<file path="config.mk">
export PLATFORM = sky130hd
export DESIGN_NAME = seq_mul_bcd_display
export DESIGN_NICKNAME = d
export VERILOG_FILES = /design/src/rtl/mul_bcd_pkg.sv /design/src/rtl/seg7_decoder.sv /design/src/rtl/seq_mul_bcd_display.sv
export SDC_FILE = /design/constraint.sdc
export NUM_CORES = 1
export LEC_CHECK = 0
export ABC_AREA = 1
export CAP_MARGIN = 30
export CORE_MARGIN = 3
export CORE_UTILIZATION = 54
export CTS_BUF_LIST = sky130_fd_sc_hd__clkbuf_4 sky130_fd_sc_hd__clkbuf_8
export DETAILED_ROUTE_END_ITERATION = 12
export PLACE_DENSITY = 0.87
export SYNTH_ARGS = -nofsm -noshare
export SYNTH_HDL_FRONTEND = slang
export SYNTH_SLANG_ARGS = --single-unit
</file>
<file path="constraint.sdc">
create_clock -name clk -period 2.65 [get_ports clk]
set_clock_uncertainty 0.05 [all_clocks]
set_input_delay 0.6625 -clock clk [delete_from_list [all_inputs] [get_ports clk]]
set_output_delay 0.6625 -clock clk [all_outputs]
set_load 0.1 [all_outputs]
</file>
<file path="src/rtl/mul_bcd_pkg.sv">
// Shared constants for the sequential multiplier with BCD display.
// FSM state encoding, segment patterns and BCD nibble width.
package mul_bcd_pkg;

    localparam logic [1:0] IDLE = 2'd0;
    localparam logic [1:0] MUL  = 2'd1;
    localparam logic [1:0] BCD  = 2'd2;
    localparam logic [1:0] DONE = 2'd3;

    localparam int BCD_W = 4;

    // Segment order {g,f,e,d,c,b,a}, active high.
    localparam logic [6:0] SEG_0     = 7'b0111111;
    localparam logic [6:0] SEG_1     = 7'b0000110;
    localparam logic [6:0] SEG_2     = 7'b1011011;
    localparam logic [6:0] SEG_3     = 7'b1001111;
    localparam logic [6:0] SEG_4     = 7'b1100110;
    localparam logic [6:0] SEG_5     = 7'b1101101;
    localparam logic [6:0] SEG_6     = 7'b1111101;
    localparam logic [6:0] SEG_7     = 7'b0000111;
    localparam logic [6:0] SEG_8     = 7'b1111111;
    localparam logic [6:0] SEG_9     = 7'b1101111;
    localparam logic [6:0] SEG_BLANK = 7'b0000000;

    function automatic longint unsigned pow10(input int n);
        longint unsigned r;
        r = 64'd1;
        for (int i = 0; i < n; i++) r = r * 64'd10;
        return r;
    endfunction

endpackage

</file>
<file path="src/rtl/seg7_decoder.sv">
// One BCD digit to seven-segment pattern, purely combinational.
// Non-decimal codes 10-15 render as a blank digit.
module seg7_decoder
    import mul_bcd_pkg::*;
(
    input  logic [BCD_W-1:0] bcd,
    output logic [6:0]       seg
);

    // Map the digit value onto its segment pattern.
    always_comb begin
        seg = SEG_BLANK;
        unique case (bcd)
            4'd0:    seg = SEG_0;
            4'd1:    seg = SEG_1;
            4'd2:    seg = SEG_2;
            4'd3:    seg = SEG_3;
            4'd4:    seg = SEG_4;
            4'd5:    seg = SEG_5;
            4'd6:    seg = SEG_6;
            4'd7:    seg = SEG_7;
            4'd8:    seg = SEG_8;
            4'd9:    seg = SEG_9;
            default: seg = SEG_BLANK;
        endcase
    end

endmodule

</file>
<file path="src/rtl/seq_mul_bcd_display.sv">
// Shift-add multiplier followed by double-dabble BCD conversion and 7-seg drive.
// Optional macro LEADING_ZERO_BLANK_EN blanks leading zero digits (units always shown).
module seq_mul_bcd_display
    import mul_bcd_pkg::*;
#(
    parameter int WIDTH  = 4,
    parameter int DIGITS = 3
)
(
    input  logic                  clk,
    input  logic                  rst,
    input  logic [WIDTH-1:0]      a,
    input  logic [WIDTH-1:0]      b,
    input  logic                  start,
    output logic                  busy,
    output logic                  done,
    output logic [2*WIDTH-1:0]    product,
    output logic [7*DIGITS-1:0]   segOut
);

    localparam int PW = 2 * WIDTH;
    localparam int BW = BCD_W * DIGITS;
    localparam int CW = $clog2(PW);
    localparam longint unsigned OPMAX = (64'd1 << WIDTH) - 64'd1;

    if (OPMAX * OPMAX >= pow10(DIGITS)) begin : gBadDigits
        $error("DIGITS cannot hold the largest product");
    end

    logic [1:0]          state;
    logic [CW-1:0]       cnt;
    logic [WIDTH-1:0]    bReg;
    logic [PW-1:0]       aSh;
    logic [PW-1:0]       acc;
    logic [PW-1:0]       accNext;
    logic [PW-1:0]       prodSh;
    logic [BW-1:0]       bcdReg;
    logic [BW-1:0]       bcdAdj;
    logic [BW-1:0]       bcdNext;
    logic [7*DIGITS-1:0] segRaw;
    logic [7*DIGITS-1:0] segNext;

    assign busy = (state != IDLE);
    assign done = (state == DONE);

    // Accumulator after the current multiplier bit is consumed.
    always_comb begin
        accNext = bReg[0] ? acc + aSh : acc;
    end

    // Double-dabble step: add 3 to nibbles >= 5, then shift the next bit in.
    always_comb begin
        bcdAdj = bcdReg;
        for (int i = 0; i < DIGITS; i++) begin
            if (bcdReg[BCD_W*i +: BCD_W] >= 4'd5)
                bcdAdj[BCD_W*i +: BCD_W] = bcdReg[BCD_W*i +: BCD_W] + 4'd3;
        end
        bcdNext = (bcdAdj << 1) | BW'(prodSh[PW-1]);
    end

    for (genvar i = 0; i < DIGITS; i++) begin : gDig
        seg7_decoder uDec (
            .bcd (bcdNext[BCD_W*i +: BCD_W]),
            .seg (segRaw[7*i +: 7])
        );
    end

`ifdef LEADING_ZERO_BLANK_EN
    // Blank zero digits above the most significant nonzero one.
    always_comb begin
        logic lead;
        lead    = 1'b1;
        segNext = segRaw;
        for (int i = DIGITS - 1; i >= 1; i--) begin
            if (lead && bcdNext[BCD_W*i +: BCD_W] == 4'd0)
                segNext[7*i +: 7] = SEG_BLANK;
            else
                lead = 1'b0;
        end
    end
`else
    // Every digit shows its value, leading zeros included.
    always_comb begin
        segNext = segRaw;
    end
`endif

    // Sequencer, datapath and output registers.
    always_ff @(posedge clk) begin
        if (rst) begin
            state   <= IDLE;
            cnt     <= '0;
            bReg    <= '0;
            aSh     <= '0;
            acc     <= '0;
            prodSh  <= '0;
            bcdReg  <= '0;
            product <= '0;
            segOut  <= '0;
        end else begin
            case (state)
                IDLE: begin
                    if (start) begin
                        aSh    <= PW'(a);
                        bReg   <= b;
                        acc    <= '0;
                        bcdReg <= '0;
                        cnt    <= '0;
                        state  <= MUL;
                    end
                end
                MUL: begin
                    acc  <= accNext;
                    aSh  <= aSh << 1;
                    bReg <= bReg >> 1;
                    if (cnt == CW'(WIDTH - 1)) begin
                        cnt    <= '0;
                        prodSh <= accNext;
                        state  <= BCD;
                    end else begin
                        cnt <= cnt + CW'(1);
                    end
                end
                BCD: begin
                    bcdReg <= bcdNext;
                    prodSh <= prodSh << 1;
                    if (cnt == CW'(PW - 1)) begin
                        product <= acc;
                        segOut  <= segNext;
                        state   <= DONE;
                    end else begin
                        cnt <= cnt + CW'(1);
                    end
                end
                DONE:    state <= IDLE;
                default: state <= IDLE;
            endcase
        end
    end

endmodule

</file>
==> results of run 1 <==
-- path summary, 6_finish.rpt --
kind | slack [ns] | startpoint | end
worst max-delay path | 0.40 | bcdReg[0] | segOut[3]
worst min-delay path | 0.42 | prodSh[6] | prodSh[6]
worst max register to register | 0.40 | bcdReg[0] | segOut[3]
worst min register to register | 0.42 | prodSh[6] | prodSh[6]
-- sequential cells by signal (all words and copies together), names as in the netlist --
register and cells:
segOut 21, bcdReg 12, aSh 8, acc 8, prodSh 8, product 8
bReg 4, cnt 3, state 2
-- per-stage QoR --
| stage | worst slack, ns | cells | cell area [µm²] |
|---|---|---|---|
| 2_1_floorplan | 0.4574 | 575 | 4146 |
| 3_3_place_gp | 0.4691 | 699 | 4537 |
| 3_5_place_dp | 0.3580 | 699 | 4537 |
| 4_1_cts | 0.4101 | 715 | 4731 |
| 5_1_grt | 0.2368 | 715 | 4731 |
| 6_report | 0.3999 | 715 | 4731 |
-- power groups by stage --
| stage | Sequential [mW] | Clock, mW | Combinational (mW) |
|---|---|---|---|
| 2_1_floorplan | 1.31 | 0 | 0.806 |
| 3_3_place_gp | 1.35 | 0 | 0.924 |
| 3_5_place_dp | 1.35 | 0 | 0.957 |
| 4_1_cts | 1.33 | 0.894 | 0.970 |
| 5_1_grt | 1.35 | 0.944 | 1.09 |
| 6_report | 1.33 | 0.886 | 0.978 |
-- kinds of logic (layout without fill, tap and decap cells) --
kind of cell	Yosys count	in the layout	synth area share (%)
AOI/OAI and AO/OA	145	145	19.13
xor gates and xnor gates	8	8	3.138
adders and majority gates	29	29	8.932
buffers and inverters	87	128	8.781
DFF	74	74	35.73
and+or+nand+nor	232	232	24.29
-- worst min-delay path, delay by kind of cell, from the launching register on --
kind | cells | cell delay [ns]
flops | 1 | 0.31
simple gates | 1 | 0.06
compound gates | 1 | 0.05
-- routing by layer --
metal / global-route usage [%] / share of wire, % / vias to the layer above
li1: - / - / 1942
met3: 4.988 / 5.5 / 15
met5: 0 / 0 / -
met2: 39.90 / 49 / 99
met4: 9.627 / 1.5 / 0
met1: 28.78 / 44 / 1776
-- synthesized netlist by cell type (all sizes together) --
| master | count | area, µm² |
|---|---|---|
| dfxtp | 74 | 1481 |
| a21oi | 63 | 319.1 |
| nand3 | 23 | 140.1 |
| a31oi | 9 | 71.32 |
| nand3b | 3 | 35.03 |
| ha | 28 | 350.3 |
| xor2 | 7 | 121.4 |
| nor2 | 40 | 155.1 |
| o211ai | 2 | 15.01 |
| nand4 | 2 | 12.51 |
| xnor2 | 1 | 8.760 |
| a21o | 1 | 7.510 |
| clkbuf | 9 | 33.78 |
| o21ai | 66 | 349.1 |
| or2 | 5 | 31.28 |
| nor3 | 2 | 15.01 |
| a211oi | 3 | 22.52 |
| nand2 | 157 | 618.1 |
| inv | 66 | 247.7 |
| buf | 12 | 82.58 |
| fa | 1 | 20.02 |
| o221ai | 1 | 8.760 |
-- final cells by class --
class | count | area (µm²)
Tap cell | 99 | 123.9
Sequential cell | 74 | 1481
Clock inverter | 5 | 55.05
Fill cell | 620 | 2639
Clock buffer | 11 | 138.9
Inverter | 66 | 247.7
Multi-Input combinational cell | 414 | 2301
Timing Repair Buffer | 46 | 382.9
==> impl_metrics.csv, run 1 <==
group,metric,value,unit
sta,hold_viol_final,0,
power,p_per_area,674.8,mW/mm²
sta,setup_tns,0,ns
sta,final_max_slew_viol_count,0,
global_route,antenna_found_initial,0,
clocking,htreeDepth,3,
die,die_area,0.008766,mm²
final_layout,drive_gt1_share,14.45,%
clocking,cts_setup_buffers,0,
clocking,clkSlewWorstSetupHoldPaths,0.08,ns
routing,antenna_left,0,
clocking,cts_sinks,74,
worst_setup_path,crit_top_cell,"inv_1",
worst_setup_path,max_stage_delay,0.41,ns
worst_setup_path,critPathMaxFanout,6,
routing,drt_wl_total,9504,µm
sta,setup_viol,0,
worst_setup_path,crit_family,"adder cells",
global_route,gr-usage-all-layers,23.47,%
final_layout,antenna-diode-count,0,
die,core,0.007370,mm²
worst_setup_path,cp.depth,12,
die,row_count,31,
clocking,cts_buffers,9,
final_layout,layout_commonest_cell,"nand2_1",
yosys,syn_inst,575,
power,p_int,1.985,mW
sta,slew_headroom,44.18,%
final_layout,area_growth,14.09,%
worst_setup_path,worstPathRequired,2.84,ns
die,die-width,93.63,µm
die,start_util,56.26,%
sta,fin_hold_ws,0.4184,ns
routing,vias_per_cell,5.359,
global_route,grt_pass1_vias,3739,
final_layout,fin_util,64.19,%
power,ir_worst_vdd,0.8673,mV
routing,firstDrtPassIters,6,
power,sw_frac_of_total,37.82,%
clocking,clk_latency,0.36,ns
clocking,cts_hold_buf,0,
min_path,hold_path.class,"reg2reg",
sta,tightest_slew,0.8342,ns
worst_setup_path,worstSetupPathType,"reg2reg",
yosys,avgSynthCellArea,7.211,µm²
power,leakage,2.166,nW
sta,period_needed,2.250,ns
min_path,min_path_cells,2,
yosys,synth_cell_types,38,
yosys,synth_seq_cells,74,
final_layout,nets,651,
yosys,syn_nets,615,
worst_setup_path,crit_chain,"inv_1 > ha_1 > inv_1 > nand2_2 > nand3_4 > xor2_4 > inv_1 > ha_1 > inv_1 > nor2_1 > o21ai_0 > a21oi_1",
run_status,status,"finished, final reports clean",
worst_setup_path,worstPathArrival,2.44,ns
sta,rsz0062_at_grt,"false",
die,die_height,93.63,µm
power,totalPowerFinal,3.192,mW
global_route,grt_pass1_wl,16660,µm
placed_design,place.gp.congestion,0.8651,
global_route,grt_max_degree,38,
power,seqPwrFrac,41.6,%
yosys,yosysWarnings,0,
routing,wl_per_cell,13.29,µm
yosys,syn_area,0.004146,mm²
final_layout,final_cell_mix,"nand2_1 (151), dfxtp_1 (74), a21oi_1 (62)",
worst_setup_path,path_buf_inv,4,
worst_setup_path,start_kind,"flop",
worst_setup_path,cp_slowest_cell,"dfxtp_1",
power,clkPwrFrac,27.8,%
clocking,postCtsResizedCells,0,
sta,post-route-period-util,84.91,%
yosys,yosysSeqAreaShare,35.73,%
power,comb_power_share,30.6,%
sta,fmax,0.4444,GHz
die,num_io_pins,42,
placed_design,dpl.hpwl,6878,µm
clocking,cts-root-buf,"clkbuf_8",
worst_setup_path,worstSetupEndpointType,"flop",
routing,drt_iter0_markers,235,
clocking,clockBufferDepth,2,
power,p_switching,1.207,mW
worst_setup_path,reg2regPathDepth,12,
placed_design,io_buffer_count,41,
global_route,overflow,0,
routing,drc,0,
routing,vias,3832,
job,cap_violations,0,
clocking,cts_tree,"built",
Power figures use the tool's default switching activity.
==> run 2, diff against run 1 <==
--- a/config.mk
+++ b/config.mk
@@ -8,10 +8,10 @@
 export ABC_AREA = 1
 export CAP_MARGIN = 30
 export CORE_MARGIN = 3
-export CORE_UTILIZATION = 54
+export CORE_UTILIZATION = 53
 export CTS_BUF_LIST = sky130_fd_sc_hd__clkbuf_4 sky130_fd_sc_hd__clkbuf_8
 export DETAILED_ROUTE_END_ITERATION = 12
-export PLACE_DENSITY = 0.87
+export PLACE_DENSITY = 0.89
 export SYNTH_ARGS = -nofsm -noshare
 export SYNTH_HDL_FRONTEND = slang
 export SYNTH_SLANG_ARGS = --single-unit
==> constraint.sdc (replaced) <==
create_clock -name clk -period 1.8 [get_ports clk]
set_clock_uncertainty 0.05 [all_clocks]
set_input_delay 0.45 -clock clk [delete_from_list [all_inputs] [get_ports clk]]
set_output_delay 0.45 -clock clk [all_outputs]
set_load 0.1 [all_outputs]
==> run 2 against run 1 <==
  * The run now ends with setup timing left
  * Utilization increased by 17 points
  * Cell count increased by 6.3%
  * Critical path type unchanged
  * Worst setup slack got worse by 0.61 ns
  * Clock power increased by 70%
  * Total power increased by 75%
  * Largest cell class unchanged
  * Critical endpoint is now segOut[5]
==> impl_metrics.csv, run 2 (synthesis gave the netlist of run 1 again) <==
group,metric,value,unit
run_status,status,"complete, but fails checks",
run_status,violations,"setup timing",
worst_setup_path,crit_chain,"inv_4 > ha_4 > inv_2 > nand2_4 > nand3_4 > xor2_4 > buf_4 > nand2_1 > nor2_2 > o21ai_1 > a21oi_1",
worst_setup_path,worstPathRequired,2.05,ns
final_layout,antenna-diode-count,0,
final_layout,fin_area,0.005992,mm²
final_layout,largest_reg_flops,21,
sta,rsz0062_at_grt,"true",
clocking,cts_tree,"built",
die,die-width,94.45,µm
clocking,cts_buffers,9,
power,comb_power_share,37.7,%
placed_design,dpl_cell_area,0.005218,mm²
power,p_switching,2.235,mW
final_layout,layout_commonest_cell,"nand2_1",
global_route,antenna_found_initial,0,
final_layout,nets,696,
worst_setup_path,max_stage_delay,0.39,ns
routing,antenna_left,0,
worst_setup_path,critPathMaxFanout,5,
placed_design,place.gp.congestion,0.9018,
power,p_per_area,932.0,mW/mm²
routing,vias,4787,
worst_setup_path,worstSetupEndpointType,"flop",
job,cap_violations,0,
sta,post-route-period-util,111.9,%
clocking,clkSlewWorstSetupHoldPaths,0.08,ns
power,leakage,2.570,nW
die,num_io_pins,42,
die,die_area,0.008921,mm²
sta,fin_ws,-0.2144,ns
routing,drc,0,
sta,setup_viol,27,
clocking,clockBufferDepth,2,
final_layout,drive_gt1_share,32.53,%
global_route,gr-usage-all-layers,28.03,%
power,sw_frac_of_total,40.03,%
global_route,grt_pass1_vias,4239,
clocking,cts_sinks,74,
routing,firstDrtPassIters,8,
power,p_int,3.349,mW
sta,slew_headroom,71.49,%
final_layout,reg_top3,"segOut (21), bcdReg (12)",
final_layout,area_growth,44.51,%
power,clkPwrFrac,27.1,%
worst_setup_path,cp_slowest_cell,"dfxtp_4",
worst_setup_path,worstSetupPathType,"reg2reg",
die,start_util,55.97,%
min_path,hold_path.class,"reg2reg",
sta,final_max_slew_viol_count,0,
final_layout,final_cell_mix,"nand2_1 (138), dfxtp_1 (65), a21oi_1 (53)",
routing,drt_wl_total,16360,µm
worst_setup_path,start_kind,"flop",
routing,vias_per_cell,6.299,
sta,period_needed,2.014,ns
clocking,cts_hold_buf,0,
worst_setup_path,path_buf_inv,3,
clocking,htreeDepth,3,
worst_setup_path,crit_family,"simple AND/OR/NAND/NOR gates",
final_layout,fin_util,80.88,%
power,ir_worst_vdd,1.095,mV
routing,drt_iter0_markers,707,
worst_setup_path,worstPathArrival,2.27,ns
placed_design,dpl.hpwl,7399,µm
sta,fmax,0.4964,GHz
routing,wl_per_cell,21.53,µm
clocking,cts-root-buf,"clkbuf_8",
placed_design,io_buffer_count,41,
power,seqPwrFrac,35.2,%
global_route,grt_pass1_wl,19580,µm
die,core,0.007408,mm²
die,row_count,31,
sta,hold_viol_final,0,
global_route,grt_max_degree,37,
global_route,overflow,0,
die,die_height,94.45,µm
sta,tightest_slew,0.4232,ns
final_layout,top_register,"segOut",
clocking,clk_latency,0.38,ns
[run 2: changes by cell type in the layout (fill, tap and decap cells not counted), moves of 11 or more]
cell	change
inv_4	+11
buf_12	+34
o21ai_0	-14
inv_1	-15
nand2_1	-13
ha_4	+14
ha_1	-18
[run 2: layout make-up]
class | instances | area [µm²]
Fill cell | 374 | 1416
Inverter | 66 | 279.0
Clock inverter | 1 | 30.03
Clock buffer | 15 | 193.9
Timing Repair Buffer | 91 | 1161
Tap cell | 99 | 123.9
Multi-Input combinational cell | 414 | 2704
Sequential cell | 74 | 1500
[run 2: final timing paths]
| path | startpoint | endpoint | slack (ns) | depth (start not counted) |
|---|---|---|---|---|
| worst max-delay path | bcdReg[0] | segOut[5] | -0.21 | 11 |
| worst min-delay path | bReg[3] | bReg[3] | 0.43 | 2 |
| worst max register to register | bcdReg[0] | segOut[5] | -0.21 | 11 |
| worst min register to register | bReg[3] | bReg[3] | 0.43 | 2 |
[run 2: metal layers]
layer | vias to the layer above | track usage (%) | part of all wire, %
met2 | 448 | 49.94 | 47
met1 | 2173 | 31.00 | 34
met3 | 145 | 5.817 | 11
met5 | - | 0 | 0
li1 | 2021 | - | -
met4 | 0 | 15.38 | 8.1
[run 2: worst min-delay path: stages, from the launching register on]
cell and delay, ns:
dfxtp_1 0.32, nand2_1 0.06, a21oi_1 0.05
[run 2: power by group through the flow]
stage               combinational (mW)  sequential (mW)  clock [mW]
floorplan                         1.28             1.94           0
global placement                  1.64             1.95           0
detailed placement                1.71             1.97           0
CTS                               1.75             1.94        1.45
global route                      2.21             1.98        1.53
finish                            2.11             1.96        1.51
[run 2: per-stage QoR]
| step | total power [mW] | cells | hold slack, ns | TNS (ns) | setup slack (ns) |
|---|---|---|---|---|---|
| 4_1_cts | 5.138 | 747 | 0.4227 | -0.02289 | -0.01209 |
| 6_report | 5.584 | 760 | 0.4289 | -2.615 | -0.2144 |
| 5_1_grt | 5.720 | 760 | 0.4547 | -4.404 | -0.3141 |
| 3_3_place_gp | 3.592 | 726 | 0.4025 | 0 | 0.01625 |
| 3_5_place_dp | 3.677 | 726 | 0.4123 | -0.2958 | -0.08641 |
| 2_1_floorplan | 3.216 | 575 | 0.3893 | -1.250 | -0.1095 |
[run 2: timing repair]
action                                  in CTS  in global routing
endpoints found under the hold margin        0                  0
buffers inserted                             5                 14
endpoints found under the setup margin      17                 36
pin swaps                                   10                 33
gates resized for setup                     22                 89
==> run 3, diff against run 2 <==
--- a/config.mk
+++ b/config.mk
@@ -6,12 +6,13 @@
 export NUM_CORES = 1
 export LEC_CHECK = 0
 export ABC_AREA = 1
+export ABC_CLOCK_PERIOD_IN_PS = 2620
 export CAP_MARGIN = 30
 export CORE_MARGIN = 3
-export CORE_UTILIZATION = 53
+export CORE_UTILIZATION = 64
 export CTS_BUF_LIST = sky130_fd_sc_hd__clkbuf_4 sky130_fd_sc_hd__clkbuf_8
 export DETAILED_ROUTE_END_ITERATION = 12
-export PLACE_DENSITY = 0.89
+export PLACE_DENSITY = 0.95
 export SYNTH_ARGS = -nofsm -noshare
 export SYNTH_HDL_FRONTEND = slang
 export SYNTH_SLANG_ARGS = --single-unit
==> constraint.sdc (replaced) <==
create_clock -name clk -period 2.62 [get_ports clk]
set_clock_uncertainty 0.05 [all_clocks]
set_input_delay 0.655 -clock clk [delete_from_list [all_inputs] [get_ports clk]]
set_output_delay 0.655 -clock clk [all_outputs]
set_load 0.1 [all_outputs]
==> run 3 against run 2 <==
  * The run now ends clean
  * First-iteration DRC count is 73% lower
  * Sequential power is 32% lower
  * Count of clock-buffer cells in the layout down 4
  * Cell count decreased by 9.3%
  * Register-to-register slack better by 0.60 ns
  * Highest routed layer unchanged
==> impl_metrics.csv, run 3 (synthesis gave the netlist of run 1 again) <==
group,metric,value,unit
worst_setup_path,crit_top_cell,"inv_1",
sta,period_needed,2.237,ns
clocking,clk_latency,0.35,ns
clocking,htreeDepth,3,
worst_setup_path,reg2reg_slack,0.38,ns
global_route,grt_max_degree,39,
global_route,grt_use_met3,6.844,%
worst_setup_path,rr_endpoint,"segOut[3]",
placed_design,post-place-ws,0.3450,ns
global_route,grt_use_met2,45.55,%
global_route,overflow,0,
worst_setup_path,max_stage_delay,0.38,ns
final_layout,layout_commonest_cell,"nand2_1",
routing,firstDrtPassIters,7,
worst_setup_path,crit_chain,"inv_1 > ha_1 > inv_1 > nand2_2 > nand3_4 > xor2_4 > inv_1 > ha_1 > inv_1 > nor2_1 > o21ai_0 > a21oi_1",
worst_setup_path,worstPathArrival,2.42,ns
die,die-width,86.49,µm
power,totalPowerFinal,3.096,mW
routing,vias_per_cell,5.657,
global_route,grt.busiest_layer,"met2",
placed_design,place.gp.congestion,0.8423,
clocking,cts_tree,"built",
global_route,grt_pass1_vias,3811,
worst_setup_path,timing.rr.start,"bcdReg[0]",
final_layout,area_growth,12.64,%
sta,post-route-period-util,85.38,%
final_layout,top_register,"segOut",
worst_setup_path,crit_start,"bcdReg[0]",
power,clkPwrFrac,24.5,%
sta,tightest_slew,0.8072,ns
final_layout,reg_top3,"segOut (21), bcdReg (12)",
worst_setup_path,worstSetupEndpointType,"flop",
min_path,hold_path.class,"reg2reg",
job,cap_violations,0,
worst_setup_path,endpoint,"segOut[3]",
clocking,clockBufferDepth,2,
die,die_area,0.007481,mm²
global_route,antenna_found_initial,0,
die,start_util,68.02,%
sta,hold_viol_final,0,
clocking,cts-root-buf,"clkbuf_8",
sta,setup_viol,0,
routing,drt_wl_total,9403,µm
global_route,grt_pass1_wl,16460,µm
final_layout,antenna-diode-count,0,
clocking,postCtsResizedCells,0,
power,comb_power_share,32.1,%
clocking,cts_buffers,9,
clocking,cts_hold_buf,0,
worst_setup_path,worstPathRequired,2.80,ns
die,row_count,28,
final_layout,fillers,455,
sta,fmax,0.4470,GHz
power,sw_frac_of_total,38.47,%
final_layout,largest_reg_flops,21,
worst_setup_path,critPathMaxFanout,6,
clocking,clkSlewWorstSetupHoldPaths,0.08,ns
run_status,status,"finished, final reports clean",
final_layout,nets,650,
power,leakage,2.159,nW
clocking,cts_sinks,74,
global_route,gr-usage-all-layers,27.44,%
worst_setup_path,start_kind,"flop",
routing,antenna_left,0,
sta,setup_tns,0,ns
sta,final_max_slew_viol_count,0,
worst_setup_path,reg2regPathDepth,12,
power,p_int,1.905,mW
placed_design,io_buffer_count,41,
sta,fin_ws,0.3829,ns
placed_design,dpl.hpwl,6793,µm
routing,drc,0,
power,p_per_area,662.8,mW/mm²
final_layout,fin_area,0.004671,mm²
placed_design,dpl_cell_area,0.004512,mm²
worst_setup_path,cp_slowest_cell,"dfxtp_1",
die,die_height,86.49,µm
clocking,cts_setup_buffers,0,
routing,drt_iter0_markers,190,
global_route,met1_usage,32.76,%
routing,wl_per_cell,13.65,µm
die,num_io_pins,42,
routing,vias,3898,
die,core,0.006096,mm²
worst_setup_path,worstSetupPathType,"reg2reg",
power,ir_worst_vdd,0.9369,mV
power,p_switching,1.191,mW
sta,slew_headroom,45.99,%
final_layout,drive_gt1_share,14.17,%
final_layout,final_cell_mix,"nand2_1 (151), dfxtp_1 (74), a21oi_1 (62)",
power,seqPwrFrac,43.4,%
sta,rsz0062_at_grt,"false",
## run 3: metrics by stage
stage | util (%) | hold WS (ns) | instances
2_1_floorplan | - | 0.3938 | 575
3_3_place_gp | 74.01 | 0.4035 | 674
3_5_place_dp | 74.01 | 0.4100 | 674
4_1_cts | 76.62 | 0.4192 | 689
5_1_grt | 76.62 | 0.4402 | 689
6_report | 76.62 | 0.4205 | 689
## run 3: worst min path at each step
stage,startpoint,endpoint,slack [ns],cells past startpoint
floorplan,cnt[0],cnt[0],0.39,1
global placement,prodSh[5],prodSh[5],0.40,2
detailed placement,prodSh[6],prodSh[6],0.41,2
CTS,prodSh[6],prodSh[6],0.42,2
global route,bcdReg[9],bcdReg[9],0.44,2
finish,bcdReg[9],bcdReg[9],0.42,2
## run 3: power groups by stage
stage / Combinational [mW] / Clock [mW] / Sequential, mW
final: 0.994 / 0.760 / 1.34
after global routing: 1.11 / 0.817 / 1.36
after CTS: 0.984 / 0.777 / 1.34
after detailed placement: 0.973 / 0 / 1.37
after global placement: 0.925 / 0 / 1.36
after floorplan: 0.815 / 0 / 1.33
## run 3: layer usage
metal / routed length, µm / part of all wire, %
met1: 3990 / 42
met2: 4598 / 49
met3: 573 / 6.1
met4: 240 / 2.6
met5: 0 / 0
## run 3: worst max-delay path: cells and delay by family, from the launching register on
kind,cells,cell delay (ns)
DFF,1,0.38
AOI/OAI and AO/OA,2,0.24
and+or+nand+nor,3,0.23
adders and majority gates,2,0.55
xor gates and xnor gates,1,0.25
buffers and inverters,4,0.41
## run 3: final cells by class
class | count | area, µm² | share of cell area [%]
tap | 75 | 93.84 | 2.009
sequential | 74 | 1481 | 31.72
timing repair buffer | 45 | 387.9 | 8.304
multi-input combinational | 414 | 2301 | 49.26
clock inverter | 4 | 20.02 | 0.4286
clock buffer | 11 | 138.9 | 2.973
inverter | 66 | 247.7 | 5.304
